## src/rtl/pixel_fetch_ctrl_pkg.sv

```systemverilog
// Shared types and helpers for the pixel fetch controller.
// Holds the controller state encoding, the default address width and the
// width helper used to size the in-flight credit count.
package pixel_fetch_pkg;

  localparam int PF_ADDR_W_DEFAULT = 20;

  typedef enum logic [2:0] {
    ST_IDLE,
    ST_FLUSH,
    ST_FETCH,
    ST_DRAIN,
    ST_DONE
  } pf_state_t;

  // A count that must be able to hold the value n itself (0..n inclusive).
  function automatic int CNT_W(input int n);
    return $clog2(n) + 1;
  endfunction

endpackage

```

## src/rtl/pixel_fetch_ctrl_if.sv

```systemverilog
// Memory read-request channel between the pixel fetch controller and memory.
// The controller is the master: it offers valid/address, memory answers ready.
interface pixel_fetch_ctrl_if
  import pixel_fetch_pkg::*;
#(
  parameter int ADDR_W = PF_ADDR_W_DEFAULT
);

  logic              req_valid;
  logic [ADDR_W-1:0] req_addr;
  logic              req_ready;

  modport master (output req_valid, output req_addr, input req_ready);
  modport slave  (input req_valid, input req_addr, output req_ready);

endinterface

```

## src/rtl/pixel_fetch_ctrl_credit_counter.sv

```systemverilog
// Up/down saturating count of read requests still inside the reorder window.
// A fire adds a credit, a sorted pixel returns one; returning a credit that
// was never taken leaves the count at zero and raises a sticky underflow flag.
module credit_counter
  import pixel_fetch_pkg::*;
#(
  parameter int N = 16
) (
  input  logic                 clk,
  input  logic                 rst,
  input  logic                 clr,
  input  logic                 inc,
  input  logic                 dec,
  output logic [CNT_W(N)-1:0]  count,
  output logic [CNT_W(N)-1:0]  count_nxt,
  output logic                 underflow
);

  localparam int CW = CNT_W(N);

  logic uf_set;

  // Next count: clear wins, simultaneous inc/dec cancel, both ends saturate.
  always_comb begin
    count_nxt = count;
    uf_set    = 1'b0;
    if (clr) begin
      count_nxt = '0;
    end else if (inc && !dec) begin
      if (count != CW'(N)) count_nxt = count + CW'(1);
    end else if (dec && !inc) begin
      if (count == '0) uf_set = 1'b1;
      else             count_nxt = count - CW'(1);
    end
  end

  // Count register and sticky underflow flag, cleared together with the count.
  always_ff @(posedge clk) begin
    if (rst) begin
      count     <= '0;
      underflow <= 1'b0;
    end else begin
      count <= count_nxt;
      if (clr)         underflow <= 1'b0;
      else if (uf_set) underflow <= 1'b1;
    end
  end

endmodule

```

## src/rtl/pixel_fetch_ctrl.sv

```systemverilog
// Pixel fetch controller: walks a frame's pixel addresses in order, issuing
// one read per pixel while keeping at most N reads in flight so the reorder
// buffer index never aliases. Flushes the reorder buffer at frame start and
// reports frame completion once every credit has come back.
// Optional stall watchdog: define PIXEL_FETCH_TIMEOUT_EN to abort a frame
// after TIMEOUT_CYC cycles without any returned pixel.
module pixel_fetch_ctrl
  import pixel_fetch_pkg::*;
#(
  parameter int N            = 16,
  parameter int ADDR_W       = PF_ADDR_W_DEFAULT,
  parameter int FRAME_PIXELS = 307200,
  parameter int TIMEOUT_CYC  = 4096
) (
  input  logic                 clk,
  input  logic                 rst,
  input  logic                 frame_start,
  input  logic [ADDR_W-1:0]    base_addr,
  pixel_fetch_ctrl_if.master   req,
  input  logic                 sorted_valid,
  output logic                 sort_flush,
  output logic                 busy,
  output logic                 frame_done,
  output logic [CNT_W(N)-1:0]  outstanding,
  output logic                 err_underflow,
  output logic                 timeout
);

  localparam int CW    = CNT_W(N);
  localparam int ISS_W = $clog2(FRAME_PIXELS + 1);

  pf_state_t         state_q, state_d;
  logic [ADDR_W-1:0] base_q;
  logic [ISS_W-1:0]  issued_q;
  logic              busy_q;
  logic              start_acc;
  logic              req_ok;
  logic              fire;
  logic              last_fire;
  logic              cnt_clr;
  logic              timeout_hit;
  logic [CW-1:0]     count_nxt;

  assign start_acc = (state_q == ST_IDLE) && frame_start;
  assign req_ok    = (state_q == ST_FETCH) &&
                     (issued_q < ISS_W'(FRAME_PIXELS)) &&
                     (outstanding < CW'(N));
  assign fire      = req_ok && req.req_ready;
  assign last_fire = fire && (issued_q == ISS_W'(FRAME_PIXELS - 1));
  assign cnt_clr   = start_acc || timeout_hit;

  assign req.req_valid = req_ok;
  assign req.req_addr  = base_q + ADDR_W'(issued_q);
  assign busy          = busy_q;
  assign frame_done    = (state_q == ST_DONE);
  assign timeout       = timeout_hit;

`ifdef PIXEL_FETCH_TIMEOUT_EN
  localparam int ST_W = $clog2(TIMEOUT_CYC + 1);

  logic [ST_W-1:0] stall_q;
  logic            stall_cond;

  assign stall_cond  = ((state_q == ST_FETCH) || (state_q == ST_DRAIN)) &&
                       (outstanding != '0) && !sorted_valid;
  assign timeout_hit = stall_cond && (stall_q == ST_W'(TIMEOUT_CYC - 1));

  // Cycles since the last returned pixel while reads are still owed.
  always_ff @(posedge clk) begin
    if (rst || start_acc || timeout_hit || sorted_valid) stall_q <= '0;
    else if (stall_cond)                                 stall_q <= stall_q + ST_W'(1);
  end
`else
  // Watchdog absent: the stall limit has no effect and the FSM waits forever.
  assign timeout_hit = 1'b0 & (TIMEOUT_CYC != 0);
`endif

  credit_counter #(.N(N)) u_credit (
    .clk       (clk),
    .rst       (rst),
    .clr       (cnt_clr),
    .inc       (fire),
    .dec       (sorted_valid),
    .count     (outstanding),
    .count_nxt (count_nxt),
    .underflow (err_underflow)
  );

  // Frame sequencing: next state and the reorder-buffer flush pulse.
  always_comb begin
    state_d    = state_q;
    sort_flush = 1'b0;
    case (state_q)
      ST_IDLE:  if (frame_start) state_d = ST_FLUSH;
      ST_FLUSH: begin
        sort_flush = 1'b1;
        state_d    = ST_FETCH;
      end
      ST_FETCH: if (last_fire) state_d = ST_DRAIN;
      ST_DRAIN: if (count_nxt == '0) state_d = ST_DONE;
      ST_DONE:  state_d = ST_IDLE;
      default:  state_d = ST_IDLE;
    endcase
    if (timeout_hit) begin
      sort_flush = 1'b1;
      state_d    = ST_IDLE;
    end
  end

  // State, latched frame base, issue counter and registered busy flag.
  always_ff @(posedge clk) begin
    if (rst) begin
      state_q  <= ST_IDLE;
      base_q   <= '0;
      issued_q <= '0;
      busy_q   <= 1'b0;
    end else begin
      state_q <= state_d;
      busy_q  <= (state_d != ST_IDLE);
      if (start_acc) begin
        base_q   <= base_addr;
        issued_q <= '0;
      end else if (timeout_hit) begin
        issued_q <= '0;
      end else if (fire) begin
        issued_q <= issued_q + ISS_W'(1);
      end
    end
  end

endmodule

```

## src/flat_wrapper.sv

```systemverilog
// flat-port wrapper written by rule: the top's interface ports become plain ports
module pixel_fetch_ctrl_flat import pixel_fetch_pkg::*;
#(
  parameter int N            = 16,
  parameter int ADDR_W       = PF_ADDR_W_DEFAULT,
  parameter int FRAME_PIXELS = 307200,
  parameter int TIMEOUT_CYC  = 4096
)
  (clk, rst, frame_start, base_addr, sorted_valid, sort_flush, busy, frame_done, outstanding, err_underflow, timeout, req_req_valid, req_req_addr, req_req_ready);
  pixel_fetch_ctrl_if #(.ADDR_W(ADDR_W)) req_i ();
  input  logic clk;
  input  logic rst;
  input  logic frame_start;
  input  logic [ADDR_W-1:0] base_addr;
  input  logic sorted_valid;
  output logic sort_flush;
  output logic busy;
  output logic frame_done;
  output logic [CNT_W(N)-1:0] outstanding;
  output logic err_underflow;
  output logic timeout;
  output wire logic [$bits(req_i.req_valid)-1:0] req_req_valid;
  output wire logic [$bits(req_i.req_addr)-1:0] req_req_addr;
  input wire logic [$bits(req_i.req_ready)-1:0] req_req_ready;
  assign req_req_valid = req_i.req_valid;
  assign req_req_addr = req_i.req_addr;
  assign req_i.req_ready = req_req_ready;
  pixel_fetch_ctrl #(.N(N), .ADDR_W(ADDR_W), .FRAME_PIXELS(FRAME_PIXELS), .TIMEOUT_CYC(TIMEOUT_CYC)) u_core (.clk(clk), .rst(rst), .frame_start(frame_start), .base_addr(base_addr), .req(req_i), .sorted_valid(sorted_valid), .sort_flush(sort_flush), .busy(busy), .frame_done(frame_done), .outstanding(outstanding), .err_underflow(err_underflow), .timeout(timeout));
endmodule
```

## config.mk

```make
export PLATFORM = sky130hd
export DESIGN_NAME = pixel_fetch_ctrl_flat
export DESIGN_NICKNAME = d
export VERILOG_FILES = /design/src/rtl/pixel_fetch_ctrl_pkg.sv /design/src/rtl/pixel_fetch_ctrl_if.sv /design/src/rtl/pixel_fetch_ctrl_credit_counter.sv /design/src/rtl/pixel_fetch_ctrl.sv /design/src/flat_wrapper.sv
export SDC_FILE = /design/constraint.sdc
export NUM_CORES = 1
export LEC_CHECK = 0
export BUFFER_PORTS_ARGS = -buffer_cell sky130_fd_sc_hd__buf_2
export CAP_MARGIN = 10
export CORE_MARGIN = 5
export CORE_UTILIZATION = 51
export CTS_CLUSTER_SIZE = 10
export DETAILED_ROUTE_END_ITERATION = 7
export PLACE_DENSITY = 0.76
export SYNTH_ARGS = -nofsm -noshare
export SYNTH_HDL_FRONTEND = slang
export SYNTH_HIERARCHICAL = 1
export SYNTH_SLANG_ARGS = --single-unit
```

## constraint.sdc

```tcl
create_clock -name clk -period 2.8 [get_ports clk]
set_input_delay 0.14 -clock clk [delete_from_list [all_inputs] [get_ports clk]]
set_output_delay 0.14 -clock clk [all_outputs]
set_load 0.05 [all_outputs]
```

## Word-level counts from Yosys, hierarchy flattened

Cells that the tools add are included.

| operators by class | value |
|---|---|
| add/sub/neg operators | 4 |
| order comparisons | 2 |
| equality and inequality tests | 6 |
| multiplexer cells | 14 |
| reduce and logical (&&, ||, !) cells | 14 |

Operator list:

| cell | count |
|---|---|
| $mux W5 | 5 |
| $add A20 B19 Y20 | 1 |
| $add A19 B1 Y19 const B | 1 |
| $eq A19 B19 Y1 const B | 1 |
| $lt A19 B19 Y1 const B | 1 |
| $pmux W3 S4 | 1 |
| $logic_not A5 Y1 | 2 |
| $mux W3 | 3 |
| $logic_and A1 B1 Y1 | 7 |
| $eq A3 B2 Y1 const B | 2 |
| $add A5 B1 Y5 const B | 1 |
| $lt A5 B5 Y1 const B | 1 |
| $mux W1 | 5 |
| $ne A5 B5 Y1 const B | 1 |
| $sub A5 B1 Y5 const B | 1 |
| $eq A3 B1 Y1 const B | 1 |
| $eq A3 B3 Y1 const B | 1 |
| $logic_not A3 Y1 | 1 |
| $reduce_bool A3 Y1 | 1 |
| $logic_not A1 Y1 | 2 |
| $reduce_or A2 Y1 | 1 |

| storage, ports and cells | value |
|---|---|
| register bits | 49 |
| input port bits | 25 |
| output and inout bits | 31 |
| logic and storage cells | 46 |

## Depth between registers and ports, before layout

Gate-level depths: netlist of run 1.

| logic depth | value |
|---|---|
| depth in word-level cells | 13 |
| gate-level depth with buffers | 14 |
| depth with buffers taken out | 13 |

## Hierarchy

Netlist of run 1, hierarchy kept.

By module, submodules not included:

| module | times used | cells an instance | area an instance (µm²) | seq. area each (µm²) |
|---|---|---|---|---|
| pixel_fetch_ctrl | 1 | 343 | 2,752.6 | 860.8 |
| credit_counter | 1 | 64 | 488.0 | 120.1 |

## Least setup slack after synthesis of run 1

OpenSTA, ideal clock, no wires.

| path | value |
|---|---|
| path type | reg-to-output |
| start point | reg u_core.issued_q[0] |
| end point | out req_req_addr[18] |
| arrival time | 2.867 ns |
| required time | 2.660 ns |
| slack | -0.207 ns |
| stages on the path, launching flop included | 10 |
| path buffers | 0 |
| path through | dfxtp_1 ha_1 inv_1 fa_1 nand2b_1 a21oi_1 o21ai_0 a21oi_1 o41ai_1 nor3_1 |

| between the ends | value |
|---|---|
| cells in the longest elaborated chain, start to end | 1 |

Ends and longest elaborated chain:

| what | RTL line | RTL |
|---|---|---|
| from (decl) | pixel_fetch_ctrl.sv:34 | `logic [ISS_W-1:0] issued_q;` |
| from (signal assigned) | pixel_fetch_ctrl.sv:126 | `issued_q <= issued_q + ISS_W'(1);` |
| $add A20 B19 Y20 | pixel_fetch_ctrl.sv:53 | `assign req.req_addr = base_q + ADDR_W'(issued_q);` |
| to (decl) | flat_wrapper.sv:23 | `output wire logic [$bits(req_i.req_addr)-1:0] req_req_addr;` |

No other way between the ends.

## Final worst setup path of run 1

| path | value |
|---|---|
| start point | reg u_core.issued_q[12] |
| end point | out req_req_addr[17] |

The elaborated chain is that of the path after synthesis.

==> out/results.tsv, run 1 <==
stage	metric	value	unit
worst_setup_path	R2R Path End	u_core/state_q[0]	
timing	unrepaired setup endpoints after global routing	true	
power_and_ir_drop	sequential share of power	0.427	
route	Post-DRT Antenna Nets	0	
global_route	first-pass GRT wire length	13600	µm
worst_setup_path	CP Capture Type	primary output	
power_and_ir_drop	PD cells	443	nW/µm²
global_route	all-layer global routing usage	0.195	
yosys	Mean Syn Cell Area	7.96	µm²
yosys	Synth warnings	6	
global_route	initial antenna violation count	0	
worst_setup_path	CP Launch Type	flop	
placed_design	dpl cells	543	
finish	# fillers	562	
timing	Worst-Margin Slew	0.589	ns
finish	Post-Layout Cell Count	554	
timing	fmax	369	MHz
yosys	top cells by area, synth	dfxtp_1 30%, ha_1 8.5%, a21oi_1 7.1%	
run_status	status	finished, final reports clean	
timing	crit share post-route	0.969	
power_and_ir_drop	Clk pwr share	0.306	
timing	Final setup viols	0	
timing	Tmin final	2.71	ns
clock_tree	clock root buffer master	clkbuf_8	
yosys	syn_nets	455	
timing	final slew viol count	0	
yosys	Cell Area, Synth	3240	µm²
power_and_ir_drop	Int Pwr	1.18	mW
finish	Final #Nets	524	
placed_design	placed cell area	3670	µm²
yosys	commonest cells in the synthesized netlist	58 x nand2_1, 49 x dfxtp_1, 46 x a21oi_1	
yosys	most common cell in the netlist	nand2_1	
die	Top-Level Pins	56	
clock_tree	CTS tree	built	
placed_design	I/O Buffers	54	
global_route	largest net degree at the start of global routing	27	
yosys	Yosys reg bits	49	
finish	Register Area	983	µm²
yosys	sequential-to-total area share from yosys stat	0.303	
power_and_ir_drop	Combinational Power Share	0.267	
finish	Area Overhead vs Synth	22.0	%
route	Residual DRC	0	
die	Die W	89.7	µm
clock_tree	Max clock buf depth	2	
global_route	vias in the first global route	2990	
worst_setup_path	R2R Setup Slk	0.16	ns
worst_setup_path	worst setup path end	req_req_addr[17]	
worst_setup_path	Worst EP required	2.66	ns
placed_design	HPWL after detailed placement	5960	µm
run	Max Cap Viol	0	
route	DRT iter0 DRCs	161	
route	DR vias/cell	5.58	
power_and_ir_drop	Pleak	1.81	nW
route	via count	3093	
yosys	Post-synth EDFFs	0	
route	first drt pass iteration count	4	
yosys	Synth Flop Type	dfxtp_1	
min_path	Hold WC Path Type	input pin to flop	
power_and_ir_drop	worst-case vdd ir drop	0.000269	V
clock_tree	# hold bufs at CTS	0	
die	CORE AREA	6280	µm²
clock_tree	clk_lat worst skew	0.30	ns
timing	Final Skew	0.00352	ns
yosys	top cell type's share of synthesized area	0.303	
power_and_ir_drop	Power Total	1.75	mW
die	Starting Density	0.516	
worst_setup_path	worst r2r src	u_core/issued_q[12]	
placed_design	GPL Wtd Cong	0.890	
route	DR WL/cell	14.5	µm
die	die area	8050	µm²
clock_tree	CTS buffer count	5	
worst_setup_path	R2R depth	13	
clock_tree	H-tree depth	2	
finish	multi-input combinational cell area	2220	µm²
clock_tree	Sink Count	49	
worst_setup_path	critical path peak fanout	6	
finish	ANT cells	0	
yosys	ys async rst share	0	
die	Die H	89.7	µm
die	row count	29	
yosys	cell count after synthesis	407	
finish	finished layout cell area	3950	µm²
global_route	aggregate global routing overflow	0	
route	final wirelength	8050	µm
clock_tree	Worst-path clk slew	0.09	ns
timing	Rel. slew slack	0.603	
power_and_ir_drop	sw frac	0.328	
yosys	Unique masters post-synth	60	
yosys	area leader, netlist	dfxtp_1	
worst_setup_path	WS Path Type	flop to primary output	
timing	final hold vios	0	
worst_setup_path	crit path from	u_core/issued_q[12]	
finish	ratio of cells with drive above 1 in the final layout	0.258	
power_and_ir_drop	NetSw	574	µW
worst_setup_path	CP arrival	2.57	ns
## worst min-delay path by stage
stage / from / end / slack [ns] / cells past startpoint
finish: base_addr[8] / u_core/base_q[8] / 0.06 / 3
floorplan: base_addr[0] / u_core/base_q[0] / 0.28 / 2
global placement: base_addr[7] / u_core/base_q[7] / 0.38 / 3
global route: base_addr[11] / u_core/base_q[11] / 0.05 / 3
CTS: base_addr[8] / u_core/base_q[8] / 0.06 / 3
detailed placement: base_addr[8] / u_core/base_q[8] / 0.39 / 3
## power by group through the flow
stage          sequential (mW)  clock [mW]  combinational (mW)
3_3_place_gp             0.763           0               0.426
2_1_floorplan            0.789           0               0.304
4_1_cts                  0.749       0.549               0.437
3_5_place_dp             0.765           0               0.431
6_report                 0.749       0.537               0.467
5_1_grt                  0.753       0.586               0.504
## worst max-delay path: stages, from the launching register on
cell and delay (ns):
dfxtp_2 0.33, buf_4 0.15, ha_2 0.30, a21o_1 0.20, a211o_1 0.32, a211oi_2 0.33, o31ai_2 0.12, a21oi_1 0.18
xnor2_1 0.14, buf_4 0.21
## state kept, by name (all words and copies together), names as in the netlist
name / count
u_core/base_q: 20
u_core/issued_q: 19
u_core/u_credit/count: 5
u_core/state_q: 3
u_core/busy: 1
u_core/u_credit/underflow: 1
## placed cells by master, fill, tap and decap left out, drive strengths merged, types with 3 or more instances in the layout
cell type,Yosys,routed
a21o,8,8
o21ai,9,9
xor2,16,16
nand4,7,7
xnor2,17,17
nand2b,9,9
o211ai,5,5
o22ai,4,4
nor2b,3,3
and3,9,9
a211oi,6,6
ha,22,22
inv,17,17
nand3b,4,4
nand3,10,10
clkbuf,10,7
dfxtp,49,49
nor3,14,14
and2,4,4
a21oi,46,46
nand2,58,58
nor2,36,36
buf,6,77
## cell type report
| cell class | instances | share of cell area |
|---|---|---|
| Sequential cell | 49 | 0.249 |
| Inverter | 17 | 0.0161 |
| Timing Repair Buffer | 78 | 0.120 |
| Multi-Input combinational cell | 325 | 0.561 |
| Clock inverter | 2 | 0.00949 |
| Tap cell | 77 | 0.0244 |
| Clock buffer | 6 | 0.0209 |
## timing repair
| item | CTS | global route |
|---|---|---|
| setup buffers | 0 | 3 |
| resized for setup | 8 | 34 |
| endpoints found under the setup margin | 6 | 10 |
| pin swaps | 1 | 17 |
| endpoints found under the hold margin | 0 | 0 |
## layer usage
layer  vias to the layer above  part of all wire  GRT usage
li1                       1567                 -          -
met1                      1439              0.46      0.249
met2                        77              0.49      0.338
met3                        10             0.042     0.0367
met4                         0            0.0094     0.0416
met5                         -                 0          0
## kinds of logic (layout without fill, tap and decap cells)
family	after synthesis	after routing	share of synthesized area
AND/OR/NAND/NOR	169	169	0.259
flip-flops	49	49	0.303
buffers and inverters	33	103	0.0506
AO/OA/AOI/OAI	97	97	0.200
other	1	1	0.00116
XOR/XNOR	33	33	0.0892
multiplexers	2	2	0.00618
adder cells (fa/ha/maj)	23	23	0.0911
## stage by stage
step | utilization | setup WS (ns) | TNS [ns] | hold slack [ns]
floorplan | - | 0.00952 | 0 | 0.276
global placement | 0.585 | 0.114 | 0 | 0.380
detailed placement | 0.585 | 0.0579 | 0 | 0.386
CTS | 0.608 | 0.00646 | 0 | 0.0550
global route | 0.630 | -0.0680 | -0.184 | 0.0502
finish | 0.630 | 0.0865 | 0 | 0.0641
Note: power is estimated with default switching activity, not from simulation.
==> run 2, diff against run 1 <==
- REMOVE_ABC_BUFFERS: unset -> 1
==> run 2 against run 1 <==
Routed wire length fell by 3.7%. Die area did not move. Register-to-register slack got worse by 0.13 ns. Largest cell class unchanged. Worst hold slack improved by 0.0037 ns. Clock power rose by 9.3%. Clock-buffer cell count fell by 1. Critical endpoint is now u_core/state_q[0]. Cell count fell by 0.18%. Global-route usage fell by 1.1 points. Clock skew barely moved. First-iteration DRC count rose by 20%.
==> out/results.tsv, run 2 (synthesized netlist as in run 1, its figures left out) <==
stage	metric	value	unit	change
run_status	status	finished, final reports clean		
power_and_ir_drop	Combinational Power Share	0.261		-0.006
finish	Final #Nets	523		-0.19%
timing	unrepaired setup endpoints after global routing	true		
clock_tree	H-tree depth	2		unchanged
route	via count	3112		+0.61%
route	Post-DRT Antenna Nets	0		unchanged
finish	Post-Route Utilization	0.628		-0.00199
finish	Register Area	983	µm²	unchanged
route	WL met2	3760	µm	-4.8%
route	final wirelength	7750	µm	-3.7%
die	Die W	89.7	µm	unchanged
min_path	hold path depth	3		unchanged
worst_setup_path	critical path peak fanout	6		unchanged
timing	Rel. slew slack	0.668		+0.0646
min_path	Hold WC Path Type	input pin to flop		
timing	crit share post-route	0.989		+0.0195
min_path	Endpoint, Worst Hold	u_core/base_q[5]		
power_and_ir_drop	Pleak	1.80	nW	-0.51%
timing	Final Skew	0.00381	ns	+0.000287 ns
route	Post-Route M1 WL	3560	µm	-3.2%
worst_setup_path	R2R Setup Slk	0.03	ns	-0.13 ns
run	Max Cap Viol	0		unchanged
die	row count	29		unchanged
route	Residual DRC	0		unchanged
power_and_ir_drop	worst-case vdd ir drop	0.000392	V	+46%
timing	fmax	361	MHz	-2.0%
finish	Area Overhead vs Synth	21.6	%	
placed_design	I/O Buffers	54		unchanged
route	top layer reached by signal wires	met4		
worst_setup_path	CP Launch Type	flop		
worst_setup_path	CP Capture Type	flop		
die	Starting Density	0.516		unchanged
clock_tree	Sink Count	49		unchanged
finish	multi-input combinational cell area	2210	µm²	-0.51%
global_route	largest net degree at the start of global routing	27		unchanged
finish	commonest non-fill, non-tap cell in the layout	nand2_1		
finish	commonest non-fill, non-tap cells in the layout	58 x nand2_1, 48 x buf_2, 47 x dfxtp_1		
route	DR vias/cell	5.63		+0.80%
route	first drt pass iteration count	4		unchanged
die	Top-Level Pins	56		unchanged
worst_setup_path	Worst EP required	2.97	ns	+0.31 ns
clock_tree	# hold bufs at CTS	0		unchanged
clock_tree	Worst-path clk slew	0.09	ns	about the same
route	DR WL/cell	14.0	µm	-3.6%
worst_setup_path	WS Path Type	flop to flop		
placed_design	HPWL after detailed placement	5590	µm	-6.2%
placed_design	GPL Wtd Cong	0.914		+2.7%
worst_setup_path	R2R depth	11		-2
finish	Largest Register	u_core/base_q		
die	Die H	89.7	µm	unchanged
worst_setup_path	CP arrival	2.94	ns	+0.37 ns
worst_setup_path	worst r2r src	u_core/u_credit/count[0]		
finish	Largest register FFs	20		unchanged
power_and_ir_drop	PD cells	459	nW/µm²	+3.6%
clock_tree	CTS tree	built		
finish	ANT cells	0		unchanged
die	CORE AREA	6280	µm²	unchanged
timing	post-route setup slack	0.0319	ns	-0.0546 ns
placed_design	placed cell area	3660	µm²	-0.34%
finish	# fillers	576		+2.5%
power_and_ir_drop	Power Total	1.81	mW	+3.3%
die	die area	8050	µm²	unchanged
min_path	worst hold start	base_addr[5]		
finish	ratio of cells with drive above 1 in the final layout	0.254		-0.00366
power_and_ir_drop	Int Pwr	1.25	mW	+5.9%
clock_tree	clk_lat worst skew	0.30	ns	about the same
global_route	initial antenna violation count	0		unchanged
timing	final slew viol count	0		unchanged
power_and_ir_drop	NetSw	563	µW	-2.0%
global_route	vias in the first global route	2917		-2.4%
power_and_ir_drop	Clk pwr share	0.324		+0.018
placed_design	dpl cells	542		-0.18%
global_route	aggregate global routing overflow	0		unchanged
clock_tree	Max clock buf depth	2		unchanged
clock_tree	CTS buffer count	5		unchanged
timing	Final setup viols	0		unchanged
finish	Post-Layout Cell Count	553		-0.18%
placed_design	pre-CTS setup slack	-0.0147	ns	-0.0727 ns
power_and_ir_drop	sequential share of power	0.415		-0.012
global_route	all-layer global routing usage	0.183		-0.0113
route	Met3 Wirelength	337	µm	-1.2%
finish	largest registers in the final layout	u_core/base_q x20, u_core/issued_q x19, u_core/u_credit/count x5		
power_and_ir_drop	sw frac	0.311		-0.0168
global_route	first-pass GRT wire length	12900	µm	-5.0%
timing	Worst-Margin Slew	0.493	ns	-0.0958 ns
finish	finished layout cell area	3940	µm²	-0.32%
timing	final hold vios	0		unchanged
timing	Tmin final	2.77	ns	+0.0546 ns
route	DRT iter0 DRCs	193		+20%
clock_tree	clock root buffer master	clkbuf_8		
worst_setup_path	R2R Path End	u_core/state_q[0]		
run 2: changes by cell type in the layout (fill, tap and decap cells not counted), moves of 2 or more:
cell / delta
a21oi_2: +2
buf_6: -2
o41ai_1: +2
o41ai_2: -2
run 2: worst max path at each step:
stage | from | end | cells past startpoint
global placement | u_core/issued_q[13] | u_core/state_q[0] | 13
detailed placement | u_core/issued_q[13] | u_core/state_q[0] | 13
CTS | u_core/base_q[0] | req_req_addr[18] | 10
floorplan | u_core/u_credit/count[4] | u_core/state_q[0] | 12
finish | u_core/u_credit/count[0] | u_core/state_q[0] | 11
global route | u_core/issued_q[12] | u_core/state_q[0] | 13
run 2: final cells by class:
class / count / share of cell area
flip-flops and latches: 49 / 0.250
well taps: 77 / 0.0244
inverters: 17 / 0.0162
clock inverters: 3 / 0.0165
multi-input cells: 325 / 0.560
repair buffers: 77 / 0.116
clock buffers: 5 / 0.0175
run 2: worst max-delay path, cell delays in order (launching register included):
cell and delay, ns:
dfxtp_1 0.38, inv_1 0.12, ha_1 0.25, or3b_4 0.44, o22ai_1 0.18, xnor2_1 0.19, nor2_1 0.08, or4_4 0.55
nor2_4 0.13, o21ai_1 0.08, a31oi_1 0.17, nor3_1 0.06
run 2: layer usage:
| layer | track usage | vias up |
|---|---|---|
| li1 | - | 1570 |
| met1 | 0.239 | 1453 |
| met2 | 0.307 | 81 |
| met3 | 0.0309 | 8 |
| met4 | 0.0592 | 0 |
| met5 | 0 | - |
run 2: power by group through the flow:
stage                     Sequential (mW)  Clock, mW  Combinational [mW]
after floorplan                     0.790          0               0.281
after global placement              0.765          0               0.424
after detailed placement            0.766          0               0.430
after CTS                           0.750      0.601               0.436
after global routing                0.756      0.630               0.508
final                               0.752      0.587               0.472
run 2: stage by stage:
stage                     setup TNS [ns]  hold WS [ns]
after floorplan                   -0.703         0.209
after global placement                 0         0.379
after detailed placement         -0.0147         0.387
after CTS                              0        0.0595
after global routing              -0.207        0.0664
final                                  0        0.0678
run 2: timing repair:
item / CTS / global route
gates resized for setup: 7 / 34
cloned: 0 / 0
pin swaps: 0 / 14
buffers inserted: 0 / 3
hold endpoints to repair: 0 / 0
endpoints found under the setup margin: 7 / 10
==> run 3, diff against run 2 <==
- GPL_TIMING_DRIVEN: unset -> 1
- MAX_ROUTING_LAYER: unset -> met4
==> run 3 against run 2 <==
Total power about the same. Clock skew increased by 0.00092 ns. Clock power about the same. Final area unchanged. Sequential power about the same. Die area unchanged. Global-route usage increased by 0.51 points. Routed wire length decreased by 0.49%. Via count decreased by 0.77%. Non-clock buffer count unchanged. Register-to-register slack got worse by 0.02 ns. Critical path type unchanged. Critical endpoint unchanged.
==> out/results.tsv, run 3 (synthesized netlist as in run 1, its figures left out) <==
stage	metric	value	unit	change
run_status	status	finished, final reports clean		
clock_tree	CTS tree	built		
finish	finished layout cell area	3940	µm²	unchanged
finish	Final #Nets	523		unchanged
power_and_ir_drop	PD cells	459	nW/µm²	about the same
finish	Largest Register	u_core/base_q		
finish	largest registers in the final layout	u_core/base_q x20, u_core/issued_q x19, u_core/u_credit/count x5		
timing	Tmin final	2.79	ns	+0.0210 ns
clock_tree	Worst-path clk slew	0.09	ns	about the same
power_and_ir_drop	Power Total	1.81	mW	about the same
timing	Final setup viols	0		unchanged
power_and_ir_drop	worst-case vdd ir drop	0.000391	V	about the same
route	Post-DRT Antenna Nets	0		unchanged
clock_tree	clk_lat worst skew	0.30	ns	about the same
timing	Worst-Margin Slew	0.487	ns	-0.00524 ns
worst_setup_path	cells along the critical path	inv_1, ha_1, or3b_4, o22ai_1, xnor2_1, nor2_1, or4_4, nor2_4, o21ai_1, a31oi_1, nor3_1		
route	DR vias/cell	5.58		-0.77%
timing	fmax	359	MHz	-0.75%
die	CORE AREA	6280	µm²	unchanged
finish	Area Overhead vs Synth	21.6	%	unchanged
route	Residual DRC	0		unchanged
finish	commonest non-fill, non-tap cell in the layout	nand2_1		
global_route	met1 Use GR	0.241		+0.00156
global_route	initial antenna violation count	0		unchanged
timing	unrepaired setup endpoints after global routing	true		
route	DRT iter0 DRCs	191		-1.0%
finish	ANT cells	0		unchanged
worst_setup_path	critical path peak fanout	6		unchanged
worst_setup_path	Crit path largest cell delay	0.55	ns	about the same
worst_setup_path	Worst EP required	2.97	ns	about the same
placed_design	placed cell area	3660	µm²	unchanged
timing	final slew viol count	0		unchanged
timing	Final Skew	0.00473	ns	+0.000924 ns
finish	commonest non-fill, non-tap cells in the layout	58 x nand2_1, 48 x buf_2, 47 x dfxtp_1		
clock_tree	H-tree depth	2		unchanged
route	via count	3088		-0.77%
run	Max Cap Viol	0		unchanged
global_route	met2 global-route usage	0.307		unchanged
timing	crit share post-route	0.996		+0.00750
global_route	all-layer global routing usage	0.188		+0.00514
die	die area	8050	µm²	unchanged
placed_design	GPL Wtd Cong	0.930		+1.7%
die	Top-Level Pins	56		unchanged
die	row count	29		unchanged
global_route	aggregate global routing overflow	0		unchanged
global_route	largest net degree at the start of global routing	27		unchanged
clock_tree	# hold bufs at CTS	0		unchanged
min_path	Hold WC Path Type	input pin to flop		
die	Starting Density	0.516		unchanged
finish	Largest register FFs	20		unchanged
clock_tree	clock root buffer master	clkbuf_8		
finish	ratio of cells with drive above 1 in the final layout	0.254		unchanged
die	Die W	89.7	µm	unchanged
placed_design	HPWL after detailed placement	5590	µm	unchanged
global_route	vias in the first global route	2917		unchanged
die	Die H	89.7	µm	unchanged
worst_setup_path	slowest stage cell on the critical path	or4_4		
worst_setup_path	CP Launch Type	flop		
worst_setup_path	WS Path Type	flop to flop		
clock_tree	CTS buffer count	5		unchanged
timing	Rel. slew slack	0.672		+0.00353
placed_design	I/O Buffers	54		unchanged
worst_setup_path	R2R Setup Slk	0.01	ns	-0.02 ns
route	DR WL/cell	13.9	µm	-0.49%
global_route	GR peak layer	met2		
worst_setup_path	CP Capture Type	flop		
global_route	first-pass GRT wire length	12900	µm	unchanged
timing	final hold vios	0		unchanged
global_route	routing usage on met3	0.0284		-0.00250
worst_setup_path	CP arrival	2.96	ns	+0.02 ns
power_and_ir_drop	Pleak	1.80	nW	unchanged
route	final wirelength	7710	µm	-0.49%
clock_tree	Sink Count	49		unchanged
route	first drt pass iteration count	4		unchanged
clock_tree	Max clock buf depth	2		unchanged
[run 3: cell counts in the layout (fill, tap and decap cells not counted)]
No cell type changed its count.
[run 3: final timing paths]
path | start | endpoint | depth (start not counted)
max | u_core/u_credit/count[0] | u_core/state_q[0] | 11
min | base_addr[5] | u_core/base_q[5] | 3
max reg2reg | u_core/u_credit/count[0] | u_core/state_q[0] | 11
min reg2reg | u_core/base_q[14] | u_core/base_q[14] | 2
[run 3: area by class of cell]
class | count | area [µm²]
fill | 576 | 2340
multi-input combinational | 325 | 2210
sequential | 49 | 983
timing repair buffer | 77 | 458
tap | 77 | 96.3
clock buffer | 5 | 68.8
clock inverter | 3 | 65.1
inverter | 17 | 63.8
[run 3: worst max-delay path: cells and delay by family (launching register included)]
family / cells / cell delay, ns
AND/OR/NAND/NOR: 5 / 1.27
AO/OA/AOI/OAI: 3 / 0.45
flip-flops: 1 / 0.38
adder cells (fa/ha/maj): 1 / 0.25
XOR/XNOR: 1 / 0.19
buffers and inverters: 1 / 0.12
[run 3: stage by stage]
stage	setup TNS [ns]	setup slack, ns	util	std cells	hold slack (ns)
floorplan	-0.703	-0.236	-	391	0.209
global placement	0	0.0816	0.583	542	0.379
detailed placement	-0.0147	-0.0147	0.583	542	0.387
CTS	0	0.00260	0.608	550	0.0595
global route	-0.207	-0.103	0.628	553	0.0664
finish	0	0.0109	0.628	553	0.0678
[run 3: timing repair]
item,4_1_cts,5_1_grt
buffers inserted,0,3
gates resized for setup,7,34
pin swaps,0,14
endpoints found under the setup margin,7,10
[run 3: report_power, final]
part / total (mW) / internal, mW / leakage [nW] / switching (mW)
Combinational: 0.472 / 0.164 / 1.33 / 0.307
Clock: 0.586 / 0.355 / 0.0681 / 0.231
Sequential: 0.751 / 0.729 / 0.400 / 0.0228
Total: 1.81 / 1.25 / 1.80 / 0.561
[run 3: layer usage]
metal | share of wire | vias to the layer above
met5 | 0 | -
met3 | 0.040 | 8
met1 | 0.46 | 1442
li1 | - | 1571
met4 | 0.011 | 0
met2 | 0.49 | 67
